$ cat config.mk
export PLATFORM = sky130hd
export DESIGN_NAME = core2wb_pipe
export DESIGN_NICKNAME = d
export VERILOG_FILES = /design/src/rtl/core2wb_pkg.sv /design/src/rtl/core2wb_watchdog.sv /design/src/rtl/core2wb_pipe.sv
export SDC_FILE = /design/constraint.sdc
export NUM_CORES = 1
export LEC_CHECK = 0
export CAP_MARGIN = 5
export CORE_AREA = 2 2 84 86
export CTS_BUF_LIST = sky130_fd_sc_hd__clkbuf_8
export DETAILED_ROUTE_END_ITERATION = 10
export DIE_AREA = 0 0 86 88
export PLACE_DENSITY = 0.78
export SLEW_MARGIN = 20
export SYNTH_ARGS = -nofsm -noshare
export SYNTH_HDL_FRONTEND = slang
export SYNTH_HIERARCHICAL = 1
export SYNTH_SLANG_ARGS = --single-unit
export TNS_END_PERCENT = 5
$ cat constraint.sdc
create_clock -name clk -period 5.76 [get_ports clk]
set_clock_uncertainty 0.05 [all_clocks]
set_input_delay 0.576 -clock clk [delete_from_list [all_inputs] [get_ports clk]]
set_output_delay 0.576 -clock clk [all_outputs]
set_load 0.1 [all_outputs]
$ cat src/rtl/core2wb_pkg.sv
// Shared types and width helpers for the Ibex-to-Wishbone pipelined bridge.
package core2wb_pkg;

  typedef enum logic [1:0] {
    ST_IDLE  = 2'd0,
    ST_BUSY  = 2'd1,
    ST_DRAIN = 2'd2
  } state_e;

  localparam int unsigned DEF_ADDR_WIDTH      = 32;
  localparam int unsigned DEF_DATA_WIDTH      = 32;
  localparam int unsigned DEF_MAX_OUTSTANDING = 2;
  localparam int unsigned DEF_TIMEOUT_CYCLES  = 256;

  // Width needed to hold 0..max_out inclusive.
  function automatic int unsigned cnt_width(input int unsigned max_out);
    return $clog2(max_out + 1);
  endfunction

endpackage

$ cat src/rtl/core2wb_watchdog.sv
// Response watchdog: counts cycles while enabled and not cleared, flags the
// cycle in which the count would reach TIMEOUT_CYCLES. Never fires when 0.
module core2wb_watchdog
  import core2wb_pkg::*;
#(
  parameter int unsigned TIMEOUT_CYCLES = DEF_TIMEOUT_CYCLES
) (
  input  logic clk,
  input  logic rst_n,
  input  logic clear_i,
  input  logic enable_i,
  output logic expire_c
);

  if (TIMEOUT_CYCLES == 0) begin : g_off
    logic unused_c;
    assign unused_c = clk ^ rst_n ^ clear_i ^ enable_i;
    assign expire_c = 1'b0;
  end else begin : g_on
    localparam int unsigned    WD_W = $clog2(TIMEOUT_CYCLES + 1);
    localparam logic [WD_W-1:0] LAST = WD_W'(TIMEOUT_CYCLES - 1);

    logic [WD_W-1:0] wd_q, wd_d;

    always_ff @(posedge clk or negedge rst_n) begin
      if (!rst_n) begin
        wd_q <= '0;
      end else begin
        wd_q <= wd_d;
      end
    end

    always_comb begin
      wd_d = wd_q;
      if (clear_i) begin
        wd_d = '0;
      end else if (enable_i) begin
        wd_d = wd_q + WD_W'(1);
      end
    end

    assign expire_c = enable_i && !clear_i && (wd_q == LAST);
  end

endmodule

$ cat src/rtl/core2wb_pipe.sv
// Ibex req/gnt/rvalid to Wishbone B4 pipelined master with up to
// MAX_OUTSTANDING in-flight transactions and a response watchdog.
module core2wb_pipe
  import core2wb_pkg::*;
#(
  parameter int unsigned ADDR_WIDTH      = DEF_ADDR_WIDTH,
  parameter int unsigned DATA_WIDTH      = DEF_DATA_WIDTH,
  parameter int unsigned MAX_OUTSTANDING = DEF_MAX_OUTSTANDING,
  parameter int unsigned TIMEOUT_CYCLES  = DEF_TIMEOUT_CYCLES
) (
  input  logic                                    clk,
  input  logic                                    rst_n,
  input  logic                                    core_req,
  input  logic                                    core_we,
  input  logic [DATA_WIDTH/8-1:0]                 core_be,
  input  logic [ADDR_WIDTH-1:0]                   core_addr,
  input  logic [DATA_WIDTH-1:0]                   core_wdata,
  output logic                                    core_gnt,
  output logic                                    core_rvalid,
  output logic                                    core_err,
  output logic [DATA_WIDTH-1:0]                   core_rdata,
  output logic                                    wb_cyc,
  output logic                                    wb_stb,
  output logic                                    wb_we,
  output logic [ADDR_WIDTH-1:0]                   wb_adr,
  output logic [DATA_WIDTH/8-1:0]                 wb_sel,
  output logic [DATA_WIDTH-1:0]                   wb_dat_o,
  input  logic [DATA_WIDTH-1:0]                   wb_dat_i,
  input  logic                                    wb_ack,
  input  logic                                    wb_err,
  input  logic                                    wb_stall,
  output logic [cnt_width(MAX_OUTSTANDING)-1:0]   outstanding,
  output logic                                    timeout
);

  localparam int unsigned     BE_WIDTH = DATA_WIDTH / 8;
  localparam int unsigned     CNT_W    = cnt_width(MAX_OUTSTANDING);
  localparam logic [CNT_W-1:0] MAX_CNT = CNT_W'(MAX_OUTSTANDING);

  state_e           state_q, state_d;
  logic [CNT_W-1:0] count_q, count_d;
  logic             timeout_q, timeout_d;

  logic drain_c, room_c, issue_c, resp_c;
  logic wd_clear_c, wd_enable_c, wd_expire_c;

  // Issue/response qualification; bus inputs are ignored while draining.
  always_comb begin
    drain_c     = (state_q == ST_DRAIN);
    room_c      = (count_q < MAX_CNT) && !drain_c;
    issue_c     = core_req && room_c && !wb_stall;
    resp_c      = !drain_c && (wb_ack || wb_err) && (count_q != '0);
    wd_clear_c  = resp_c || (count_q == '0) || drain_c;
    wd_enable_c = (state_q == ST_BUSY);
  end

  core2wb_watchdog #(
    .TIMEOUT_CYCLES (TIMEOUT_CYCLES)
  ) u_watchdog (
    .clk      (clk),
    .rst_n    (rst_n),
    .clear_i  (wd_clear_c),
    .enable_i (wd_enable_c),
    .expire_c (wd_expire_c)
  );

  always_ff @(posedge clk or negedge rst_n) begin
    if (!rst_n) begin
      state_q   <= ST_IDLE;
      count_q   <= '0;
      timeout_q <= 1'b0;
    end else begin
      state_q   <= state_d;
      count_q   <= count_d;
      timeout_q <= timeout_d;
    end
  end

  // Next-state, in-flight count and timeout pulse.
  always_comb begin
    state_d   = state_q;
    count_d   = count_q;
    timeout_d = wd_expire_c;
    if (drain_c) begin
      count_d = (count_q != '0) ? count_q - CNT_W'(1) : '0;
    end else begin
      count_d = count_q + CNT_W'(issue_c) - CNT_W'(resp_c);
    end
    unique case (state_q)
      ST_IDLE: begin
        if (issue_c) state_d = ST_BUSY;
      end
      ST_BUSY: begin
        if (wd_expire_c)         state_d = ST_DRAIN;
        else if (count_d == '0)  state_d = ST_IDLE;
      end
      ST_DRAIN: begin
        if (count_q == '0) state_d = ST_IDLE;
      end
      default: state_d = ST_IDLE;
    endcase
  end

  // Outputs; a drain flushes every in-flight transaction as an error.
  always_comb begin
    wb_stb      = core_req && room_c;
    core_gnt    = issue_c;
    wb_cyc      = !drain_c && (wb_stb || (count_q != '0));
    core_rvalid = resp_c;
    core_err    = resp_c && wb_err;
    core_rdata  = wb_dat_i;
    if (drain_c) begin
      core_rvalid = (count_q != '0);
      core_err    = (count_q != '0);
      core_rdata  = '0;
    end
  end

  assign wb_we       = core_we;
  assign wb_adr      = core_addr;
  assign wb_dat_o    = core_wdata;
  assign wb_sel      = core_we ? core_be : {BE_WIDTH{1'b1}};
  assign outstanding = count_q;
  assign timeout     = timeout_q;

endmodule

After elaboration in Yosys (flattened, before gate mapping)
Cells that the tools add are included.
{"block": "word_totals", "inputBits": 107, "elab_cells": 50, "register_bits": 14, "out_inout_bits": 109}
{"block": "classes", "eq_ne": 6, "addsub": 4, "n_reduce_logical": 22, "magnitude_cmp": 1, "mux": 13}
{"operator": "$mux 32", "count": 1}
{"operator": "$mux 9", "count": 2}
{"operator": "$mux 2", "count": 6}
{"operator": "$add 9x1->9 const B", "count": 1}
{"operator": "$eq 9x8->1 const B", "count": 1}
{"operator": "$logic_and 1x1->1", "count": 9}
{"operator": "$logic_not 2->1", "count": 3}
{"operator": "$pmux 2 s3", "count": 1}
{"operator": "$logic_or 1x1->1", "count": 4}
{"operator": "$mux 4", "count": 1}
{"operator": "$reduce_bool 2->1", "count": 2}
{"operator": "$logic_not 1->1", "count": 3}
{"operator": "$ne 3x3->1 const B", "count": 1}
{"operator": "$reduce_and 3->1", "count": 1}
{"operator": "$add 2x1->2", "count": 1}
{"operator": "$eq 2x1->1 const B", "count": 1}
{"operator": "$eq 2x2->1 const B", "count": 1}
{"operator": "$lt 2x2->1 const B", "count": 1}
{"operator": "$mux 1", "count": 2}
{"operator": "$ne 2x1->1 const B", "count": 1}
{"operator": "$ne 2x2->1 const B", "count": 1}
{"operator": "$sub 2x1->2", "count": 1}
{"operator": "$sub 2x1->2 const B", "count": 1}

Depth between registers and ports, before layout
Gate-level depths: netlist of run 1.
{"block": "logic_depth", "word_depth": 12, "ltp_mapped": 8, "ltp_nobuf": 8}

Cells and area by module
The synthesis of run 1 kept the hierarchy.
{"mod": "core2wb_pipe", "cells_per_inst": 145, "n_inst": 1, "area_per_inst_um2": 1088.5, "seq_area_each_um2": 125.1}
{"mod": "core2wb_watchdog", "cells_per_inst": 46, "n_inst": 1, "area_per_inst_um2": 447.9, "seq_area_each_um2": 225.2}

Least setup slack after synthesis of run 1
Ideal clock, no wire load.
{"block": "synth_path", "path_kind": "flip-flop to flip-flop", "from": "register count_q[1] (netlist: outstanding[1])", "to": "register state_q[0]", "t_arrival_ps": 3428, "n_path_buf": 0, "required_time_ps": 5615, "synth_period_minus_slack_ps": 3574, "setup_slack_ps": 2186, "path_stages_with_launch": 8, "setup_ps": 95, "path_cell_list": "dfrtp_1 > inv_1 > nand3_1 > nor2_1 > ha_1 > xnor2_1 > mux2_2 > o32ai_2"}
{"block": "synth_between", "elab_chain_cells": 10, "word_cells_on_any_way": 24, "cone_classes": "add/sub (3); order compare (1); eq/ne (3); mux (4); reduce/logical (13)"}
{"item": "start, declared", "line": "core2wb_pipe.sv:41", "source": "logic [CNT_W-1:0] count_q, count_d;"}
{"item": "start signal, assigned", "line": "core2wb_pipe.sv:74", "source": "count_q <= count_d;"}
{"item": "$lt 2x2->1 *", "line": "core2wb_pipe.sv:50", "source": "room_c = (count_q < MAX_CNT) && !drain_c;"}
{"item": "$logic_and 1x1->1 *", "line": "core2wb_pipe.sv:50"}
{"item": "$logic_and 1x1->1 * (2 in a row)", "line": "core2wb_pipe.sv:51", "source": "issue_c = core_req && room_c && !wb_stall;"}
{"item": "net core_gnt", "line": "core2wb_pipe.sv:18", "source": "output logic core_gnt,"}
{"item": "$add 2x1->2", "line": "core2wb_pipe.sv:87", "source": "count_d = count_q + CNT_W'(issue_c) - CNT_W'(resp_c);"}
{"item": "$sub 2x1->2", "line": "core2wb_pipe.sv:87"}
{"item": "$mux 2", "line": "core2wb_pipe.sv:84", "source": "if (drain_c) begin"}
{"item": "$logic_not 2->1", "line": "core2wb_pipe.sv:95", "source": "else if (count_d == '0) state_d = ST_IDLE;"}
{"item": "$ne 3x3->1 (no line)"}
{"item": "$reduce_and 3->1 (no line) *"}
{"item": "end signal, assigned", "line": "core2wb_pipe.sv:73", "source": "state_q <= state_d;"}
{"item": "end, declared", "line": "core2wb_pipe.sv:40", "source": "state_e state_q, state_d;"}
The timed path passes the listed nets; every way through them passes the cells marked *.
A chain may end at the register's enable or synchronous reset.

Worst setup path in the final report of run 1
{"block": "layout_path", "from": "input port core_req", "to": "output port core_gnt"}
{"block": "layout_between", "elab_chain_cells": 2}
{"item": "start, declared", "line": "core2wb_pipe.sv:13", "source": "input logic core_req,"}
{"item": "$logic_and 1x1->1 (2 in a row)", "line": "core2wb_pipe.sv:51"}
{"item": "end, declared", "line": "core2wb_pipe.sv:18"}
Every way passes these cells.

==> run metrics, run 1 <==
First DRT Iteration DRCs=41; Synth area leaders=buf_4 32%, dfrtp_1 23%, and2_1 13%, nor2_1 3.9%, ha_1 3.3%; Worst VDD drop=0.172 mV; Crit Path Max Fanout=3; DIE HEIGHT=88 um; core area=6640 um2; Post-synth top cells=65 x buf_4, 32 x and2_1, 16 x nor2_1, 14 x dfrtp_1, 6 x nand2_1; class of the worst hold path=reg2reg; Post-Syn Area=1540 um2; Synth Register Bits=14; final wirelength=4020 um; Final ANT Viol Nets=0; R2R Path End=state_q[0]$_DFFE_PN0P_; Max-cap violations=0; Remaining DRCs=0; met3 WL=563 um; Initial Util=23.1%; H-Tree Level Count=1; initial antenna violation count=0; post-layout power=687 uW; clk buf depth=2; Final Net Count=323; Vias/cell=4.14; first-pass GRT wire length=5610 um; period utilization=55.4%; Worst Setup SP=core_req; Setup Buffers After CTS=0; final hold violation count=0; GRT overflow=0; Sum Neg Setup Slack=0 ns; Worst EP required=5.13 ns; Power per Cell Area=338 nW/um2; via count=1206; full die area=7570 um2; CP max stage delay=1.17 ns; top-count cell post-synth=buf_4; Syn Area/Cell=8.04 um2; number of top-level pins=216; crit-path most repeated cell=clkdlybuf4s50_1; CP Launch Type=primary input; clock slew at reported path FFs=0.06 ns; outcome=completed; post-synthesis sequential area ratio=22.8%; Area Growth Syn to Fin=32.4%; main flop type after synthesis=dfrtp_1; clk_lat worst skew=0.25 ns; leak pwr=0.820 nW; Num CTS Buffers=3; Async SR Flop Fraction=100%; Cells after Synth=191; root buffer cell=clkbuf_8; final-report setup violation count=0; CP Cell Sequence=clkdlybuf4s50_1 > nand3_1 > nor2_1 > clkdlybuf4s50_1; layout cells sized above 1=3.79%; num rows=30; WHS=0.484 ns; CTS tree=built; kind of end point of the critical path=output port; Buffers on Ports=87; GRT Overall Usage=9.65%; Routed WL per cell=13.8 um; top routing layer in use=met4; die width=86 um; synth warn=6; reg-to-reg critical path startpoint=state_q[1]$_DFFE_PN0P_; slew of the pin with the lowest slew margin=1.01 ns; slowest library cell on the worst path=clkdlybuf4s50_1; largest net degree at the start of global routing=40; crit path capture=core_gnt; min-delay src=state_q[0]$_DFFE_PN0P_; met2 WL post-DR=1860 um; RSZ-0062 raised after global routing=false; DRT met1 WL=1480 um; First-pass DRT Iterations=5; Netlist cell types=32; Slew HR=32.5%; Post-CTS Hold Fix Bufs=0; internal reg-to-reg setup slack=3.33 ns; Final min period=3.19 ns; worst setup path category=in2out; Slew Limit Fails=0; Post-DP HPWL=3320 um; cell taking the most area after synthesis=buf_4; vias in the first global route=1106; Clock Sinks=14; Post-synth EDFFs=0; # diodes=0; post-CTS sizing=0; Worst Reg-to-Reg Cells=8; CP arrival=2.56 ns; routability cong.=0.809; Max Clk Rate=314 MHz; top cell type's share of synthesized area=31.8%; Net Count, Synth=302
worst max-delay path: cells and delay by family:
| kind | cells | cell delay, ns |
|---|---|---|
| buf+inv | 2 | 1.69 |
| simple gates | 2 | 0.29 |
placed cells by master, fill, tap and decap left out:
cell type | Yosys | final
nand2b_1 | 4 | 4
mux2_2 | 1 | 1
o31ai_1 | 1 | 1
o21ai_0 | 4 | 4
nor2_1 | 16 | 16
nand4_2 | 1 | 1
clkdlybuf4s50_1 | 0 | 87
xor2_1 | 3 | 3
nor3_1 | 2 | 2
o32ai_2 | 1 | 1
and2_1 | 32 | 32
nand2_1 | 6 | 6
nand3_1 | 4 | 4
dfrtp_1 | 14 | 14
or2b_1 | 1 | 1
and3_1 | 1 | 1
nor2b_1 | 1 | 1
ha_1 | 4 | 4
a21oi_1 | 4 | 4
and2b_1 | 2 | 2
o22ai_1 | 1 | 1
inv_1 | 5 | 5
nand4_1 | 3 | 3
or3_1 | 3 | 3
xnor2_1 | 2 | 2
clkbuf_8 | 0 | 4
mux2i_1 | 2 | 2
nand2b_4 | 1 | 1
a211oi_1 | 1 | 1
how the worst min path moves through the flow:
| stage | cells after the start | end | slack (ns) |
|---|---|---|---|
| floorplan | 0 | outstanding[0]$_DFF_PN0_ | 0.23 |
| global placement | 1 | state_q[0]$_DFFE_PN0P_ | 0.47 |
| detailed placement | 1 | state_q[0]$_DFFE_PN0P_ | 0.48 |
| CTS | 1 | state_q[0]$_DFFE_PN0P_ | 0.49 |
| global route | 1 | state_q[0]$_DFFE_PN0P_ | 0.51 |
| finish | 1 | state_q[0]$_DFFE_PN0P_ | 0.48 |
stage by stage:
stage	util (%)	setup slack [ns]	instance area [um2]	std cells
after detailed placement	29.8	2.54	1980	287
after floorplan	-	2.19	1540	191
final	30.6	2.57	2030	291
after global placement	29.8	2.56	1980	287
after CTS	30.6	2.53	2030	291
after global routing	30.6	2.49	2030	291
flip-flops by register name, indices dropped and copies added (netlist names):
name and count:
u_watchdog/g_on.wd_q 9, outstanding 2, state_q 2, timeout 1
power breakdown:
part | internal [mW] | switching [mW] | leakage, nW
Sequential | 0.112 | 0.0164 | 0.190
Clock | 0.0606 | 0.0365 | 0.0288
Combinational | 0.136 | 0.326 | 0.602
Total | 0.309 | 0.379 | 0.820
cells by family after synthesis:
logic type | synth area share (%)
AND/OR/NAND/NOR | 28.4
buffers and inverters | 35.6
flip-flops | 22.8
AO/OA/AOI/OAI | 5.05
XOR/XNOR | 2.85
adder cells (fa/ha/maj) | 3.26
multiplexers | 2.04
per-layer routing:
layer | track usage [%] | vias to the layer above
li1 | - | 579
met1 | 10.9 | 536
met2 | 14.9 | 71
met3 | 5.66 | 20
met4 | 3.90 | 0
met5 | 0 | -
area by class of cell:
class                      instances  area (um2)
tap                               80         100
multi-input combinational        101         639
timing repair buffer              87         871
fill                             677        4610
sequential                        14         350
inverter                           5        18.8
clock buffer                       4        55.1
(Power assumes the default switching activity.)
==> run 2, diff against run 1 <==
==> constraint.sdc (replaced) <==
create_clock -name clk -period 3.1 [get_ports clk]
set_clock_uncertainty 0.05 [all_clocks]
set_input_delay 0.31 -clock clk [delete_from_list [all_inputs] [get_ports clk]]
set_output_delay 0.31 -clock clk [all_outputs]
set_load 0.1 [all_outputs]
==> run 2 against run 1 <==
Net effect: combinational power up 82%; count of clock-buffer cells in the layout unchanged; non-clock buffer count unchanged; first-iteration DRC count up 71%; utilization down 1.7 points; setup slack worse by 1.7 ns; design area down 5.4%; final cell count unchanged; critical path depth up 4; clock power up 86%; register-to-register slack worse by 2.4 ns; worst hold slack worse by 0.087 ns; largest cell class unchanged; largest power group unchanged; highest routed layer unchanged.
==> run metrics, run 2 (same netlist as run 1, synthesis figures left out) <==
core area=6640 um2 (unchanged); final design utilization=29.0% (-1.7 points); Fill cells=686 (+1.3%); Largest register FFs=9 (unchanged); GRT overflow=0 (unchanged); internal power=555 uW (+80%); number of top-level pins=216 (unchanged); outcome=completed; commonest non-fill, non-tap cells in the layout=45 x buf_4, 42 x clkdlybuf4s50_1, 32 x and2_1, 15 x nor2_1, 14 x dfrtp_1; period utilization=71.2%; reg-to-reg critical path startpoint=state_q[0]$_DFFE_PN0P_; RSZ-0062 raised after global routing=false; combinational share of power=66.7% (-0.5 points); Clock Sinks=14 (unchanged); Post-CTS Hold Fix Bufs=0 (unchanged); CTS tree=built; grt peak-use layer=met2; Setup Buffers After CTS=0 (unchanged); num rows=30 (unchanged); Slew HR=58.3% (+26 points); First-pass DRT Iterations=4 (-1); full die area=7570 um2 (unchanged); final wirelength=3960 um (-1.3%); via count=1208 (+0.17%); Max Clk Rate=453 MHz; initial antenna violation count=0 (unchanged); GRT Overall Usage=9.88% (+0.23 points); clock power share=14.4% (+0.3 points); CP Launch Type=flip-flop; first-pass GRT wire length=5750 um (+2.5%); largest net degree at the start of global routing=40 (unchanged); Initial Util=23.1% (unchanged); Area Growth Syn to Fin=25.2%; slew of the pin with the lowest slew margin=0.624 ns (-0.386 ns); worst setup path category=reg2reg; Worst Setup SP=state_q[0]$_DFFE_PN0P_; Post-DP HPWL=3250 um (-2.1%); Routed WL per cell=13.6 um (-1.3%); CP arrival=2.32 ns (-0.24 ns); Slew Limit Fails=0 (unchanged); final-report setup violation count=0 (unchanged); Final min period=2.21 ns; leak pwr=0.860 nW (+4.8%); Sum Neg Setup Slack=0 ns (unchanged); pre-CTS WS=0.682 ns (-1.86 ns); Final ANT Viol Nets=0 (unchanged); met3 usage=4.05% (-1.6 points); largest register by flop count=u_watchdog/g_on.wd_q; clock slew at reported path FFs=0.06 ns (about the same); Sw Share=56.0% (+0.94 points); NetSw=706 uW (+87%); clk buf depth=2 (unchanged); # diodes=0 (unchanged); H-Tree Level Count=1 (unchanged); First DRT Iteration DRCs=70 (+71%); DIE HEIGHT=88 um (unchanged); root buffer cell=clkbuf_8; Final Net Count=323 (unchanged); Remaining DRCs=0 (unchanged); Crit Path Max Fanout=5 (+2); kind of end point of the critical path=flip-flop; Buffers on Ports=87 (unchanged); Num CTS Buffers=3 (unchanged); Setup WS post-layout=0.894 ns (-1.68 ns); Worst Reg-to-Reg Cells=8 (unchanged); commonest non-fill, non-tap cell in the layout=buf_4; met1 GRT Util=10.3% (-0.58 points); GR Util met2=16.4% (+1.5 points); class of the worst hold path=in2async; clk_lat worst skew=0.25 ns (about the same); Worst VDD drop=0.245 mV (+43%); sequential fraction of design power=18.9% (+0.2 points); post-CTS sizing=0 (unchanged); Vias/cell=4.15 (+0.17%); Power per Cell Area=655 nW/um2 (+94%); vias in the first global route=1163 (+5.2%); Max-cap violations=0 (unchanged); routability cong.=0.802 (-0.86%); final hold violation count=0 (unchanged); die width=86 um (unchanged); Worst EP required=3.21 ns (-1.92 ns); layout cells sized above 1=25.6% (+22 points)
[run 2: power by group through the flow]
stage / Clock [mW] / Sequential [mW] / Combinational [mW]
after floorplan: 0 / 0.332 / 0.944
after global placement: 0 / 0.240 / 0.835
after detailed placement: 0 / 0.242 / 0.845
after CTS: 0.186 / 0.239 / 0.847
after global routing: 0.192 / 0.247 / 0.888
final: 0.181 / 0.239 / 0.841
[run 2: path summary, 6_finish.rpt]
path | end | slack [ns]
max in group asynchronous | u_watchdog/g_on.wd_q[5]$_DFFE_PN0P_ | 2.20
worst min-delay path | u_watchdog/g_on.wd_q[7]$_DFFE_PN0P_ | 0.40
worst max-delay path | state_q[0]$_DFFE_PN0P_ | 0.89
min in group clk | state_q[0]$_DFFE_PN0P_ | 0.49
worst max register to register | state_q[0]$_DFFE_PN0P_ | 0.89
worst min register to register | state_q[0]$_DFFE_PN0P_ | 0.49
[run 2: metal layers]
| layer | vias up | wire, um |
|---|---|---|
| met4 | 0 | 134 |
| met5 | - | 0 |
| met2 | 77 | 1930 |
| li1 | 582 | - |
| met3 | 20 | 463 |
| met1 | 529 | 1430 |
[run 2: stage by stage]
step                      hold WS, ns  power [mW]  instance area [um2]  instances
after floorplan               -0.0356        1.28                 1540        191
after detailed placement        0.478        1.09                 1870        287
after CTS                       0.424        1.27                 1920        291
after global placement          0.460        1.07                 1870        287
after global routing            0.463        1.33                 1920        291
final                           0.397        1.26                 1920        291
[run 2: cell type report]
class | instances | area (um2) | share of cell area (%)
timing repair buffer | 87 | 758 | 39.4
multi-input combinational | 101 | 642 | 33.4
clock buffer | 4 | 55.1 | 2.86
sequential | 14 | 350 | 18.2
inverter | 5 | 18.8 | 0.975
tap | 80 | 100 | 5.20
[run 2: worst max-delay path: stages (launching register included)]
cell and delay [ns]:
dfrtp_1 0.41, and2b_1 0.31, nor3_1 0.09, ha_1 0.28
inv_1 0.04, ha_1 0.19, xnor2_1 0.25, mux2_2 0.39
o32ai_2 0.11
==> run 3, diff against run 2 <==
==> constraint.sdc (replaced) <==
create_clock -name clk -period 2.3 [get_ports clk]
set_clock_uncertainty 0.05 [all_clocks]
set_input_delay 0.23 -clock clk [delete_from_list [all_inputs] [get_ports clk]]
set_output_delay 0.23 -clock clk [all_outputs]
set_load 0.1 [all_outputs]
==> run 3 against run 2 <==
Net effect: die area unchanged; wire length increased by 6.7%; sequential share of layout area down 3.8 points; design area up 26%; largest power group unchanged; first-iteration DRC count shrank 2.9%; sequential power up 36%; power rose by 52%; final cell count is 1.4% higher.
==> run metrics, run 3 (same netlist as run 1, synthesis figures left out) <==
root buffer cell=clkbuf_8; final-report setup violation count=0 (unchanged); delay-heaviest family, CP=flip-flops; Initial Util=23.1% (unchanged); Final min period=2.09 ns (-0.111 ns); core area=6640 um2 (unchanged); GRT Overall Usage=10.4% (+0.57 points); R2R Path End=state_q[0]$_DFFE_PN0P_; period utilization=91.1% (+20 points); Power per Cell Area=790 nW/um2 (+21%); internal reg-to-reg setup slack=0.21 ns (-0.69 ns); Slew Limit Fails=0 (unchanged); final hold violation count=0 (unchanged); largest net degree at the start of global routing=40 (unchanged); clk_lat worst skew=0.25 ns (about the same); cell depth of the worst setup path=8 (unchanged); commonest non-fill, non-tap cell in the layout=clkdlybuf4s50_1; layout cells sized above 1=28.8% (+3.2 points); Worst Reg-to-Reg Cells=8 (unchanged); Buffers on Ports=87 (unchanged); clk buf depth=2 (unchanged); Max Clk Rate=477 MHz (+5.3%); via count=1258 (+4.1%); commonest non-fill, non-tap cells in the layout=42 x clkdlybuf4s50_1, 37 x buf_12, 32 x and2_1, 13 x nor2_1, 13 x dfrtp_1; largest register by flop count=u_watchdog/g_on.wd_q; crit-path most repeated cell=ha_1; num rows=30 (unchanged); Worst EP required=2.41 ns (-0.80 ns); first-pass GRT wire length=6280 um (+9.3%); reg-to-reg critical path startpoint=state_q[1]$_DFFE_PN0P_; # diodes=0 (unchanged); Worst VDD drop=0.264 mV (+7.5%); post-placement cell count=291 (+1.4%); slew of the pin with the lowest slew margin=0.648 ns (+0.0239 ns); Slew HR=56.7% (-1.6 points); Area Growth Syn to Fin=58.3%; Largest register FFs=9 (unchanged); Sum Neg Setup Slack=0 ns (unchanged); Vias/cell=4.26 (+2.7%); Bufs and invs on worst path=1 (unchanged); kind of end point of the critical path=flip-flop; First DRT Iteration DRCs=68 (-2.9%); CP max stage delay=0.43 ns (+0.02 ns); H-Tree Level Count=1 (unchanged); post-layout power=1.92 mW (+52%); die width=86 um (unchanged); initial antenna violation count=0 (unchanged); final wirelength=4230 um (+6.7%); full die area=7570 um2 (unchanged); RSZ-0062 raised after global routing=false; CTS tree=built; WHS=0.332 ns (-0.0642 ns); First-pass DRT Iterations=4 (unchanged); outcome=completed; Setup Buffers After CTS=0 (unchanged); GRT overflow=0 (unchanged); CP arrival=2.20 ns (-0.12 ns); final non-filler cell total=295 (+1.4%); Clock Sinks=14 (unchanged); class of the worst hold path=in2async; Max-cap violations=0 (unchanged); DIE HEIGHT=88 um (unchanged); Remaining DRCs=0 (unchanged); vias in the first global route=1291 (+11%); CP Launch Type=flip-flop; clock slew at reported path FFs=0.06 ns (about the same); Final ANT Viol Nets=0 (unchanged); post-CTS sizing=0 (unchanged); Post-CTS Hold Fix Bufs=0 (unchanged); Post-DP HPWL=3540 um (+9.2%); Routed WL per cell=14.3 um (+5.2%); number of top-level pins=216 (unchanged); Crit Path Max Fanout=4 (-1); slowest library cell on the worst path=dfrtp_1; worst setup path category=reg2reg; CP Cell Sequence=and2b_1 > nor3_1 > ha_1 > inv_1 > ha_1 > xnor2_1 > mux2_2 > o32ai_2; leak pwr=1.05 nW (+22%); routability cong.=0.753 (-6.1%); Final Net Count=327 (+1.2%); Num CTS Buffers=3 (unchanged)
[run 3: how the worst max path moves through the flow]
stage                        startpoint                      to
3_5_place_dp                     wb_err  state_q[0]$_DFFE_PN0P_
5_1_grt          state_q[1]$_DFFE_PN0P_  state_q[0]$_DFFE_PN0P_
4_1_cts          state_q[1]$_DFFE_PN0P_  state_q[0]$_DFFE_PN0P_
2_1_floorplan  outstanding[0]$_DFF_PN0_  state_q[0]$_DFFE_PN0P_
3_3_place_gp                     wb_err  state_q[0]$_DFFE_PN0P_
6_report         state_q[1]$_DFFE_PN0P_  state_q[0]$_DFFE_PN0P_
[run 3: routing by layer]
metal | global-route usage (%) | wire length [um] | share of wire, %
met5 | 0 | 0 | 0
met4 | 5.34 | 102 | 2.4
met3 | 4.34 | 484 | 11
met2 | 19.2 | 2270 | 54
met1 | 9.97 | 1370 | 32
[run 3: area by class of cell]
| cell class | instances | area, um2 |
|---|---|---|
| fill | 630 | 4210 |
| multi-input combinational | 101 | 656 |
| tap | 80 | 100 |
| sequential | 14 | 352 |
| clock buffer | 4 | 55.1 |
| inverter | 5 | 18.8 |
| timing repair buffer | 91 | 1250 |
[run 3: through the flow]
step                      utilization, %  setup WS, ns  area, um2
after floorplan                        -        -0.298       1550
after global placement              35.8        0.0842       2380
final                               36.6         0.205       2430
after detailed placement            35.8        0.0169       2380
after global routing                36.6        0.0978       2430
after CTS                           36.6         0.204       2430
[run 3: where the power goes]
group | leakage [nW] | switching, mW | total (mW) | internal [mW]
clock | 0.0288 | 0.0914 | 0.243 | 0.152
sequential | 0.189 | 0.0438 | 0.326 | 0.282
combinational | 0.831 | 0.864 | 1.35 | 0.490
total | 1.05 | 0.999 | 1.92 | 0.923
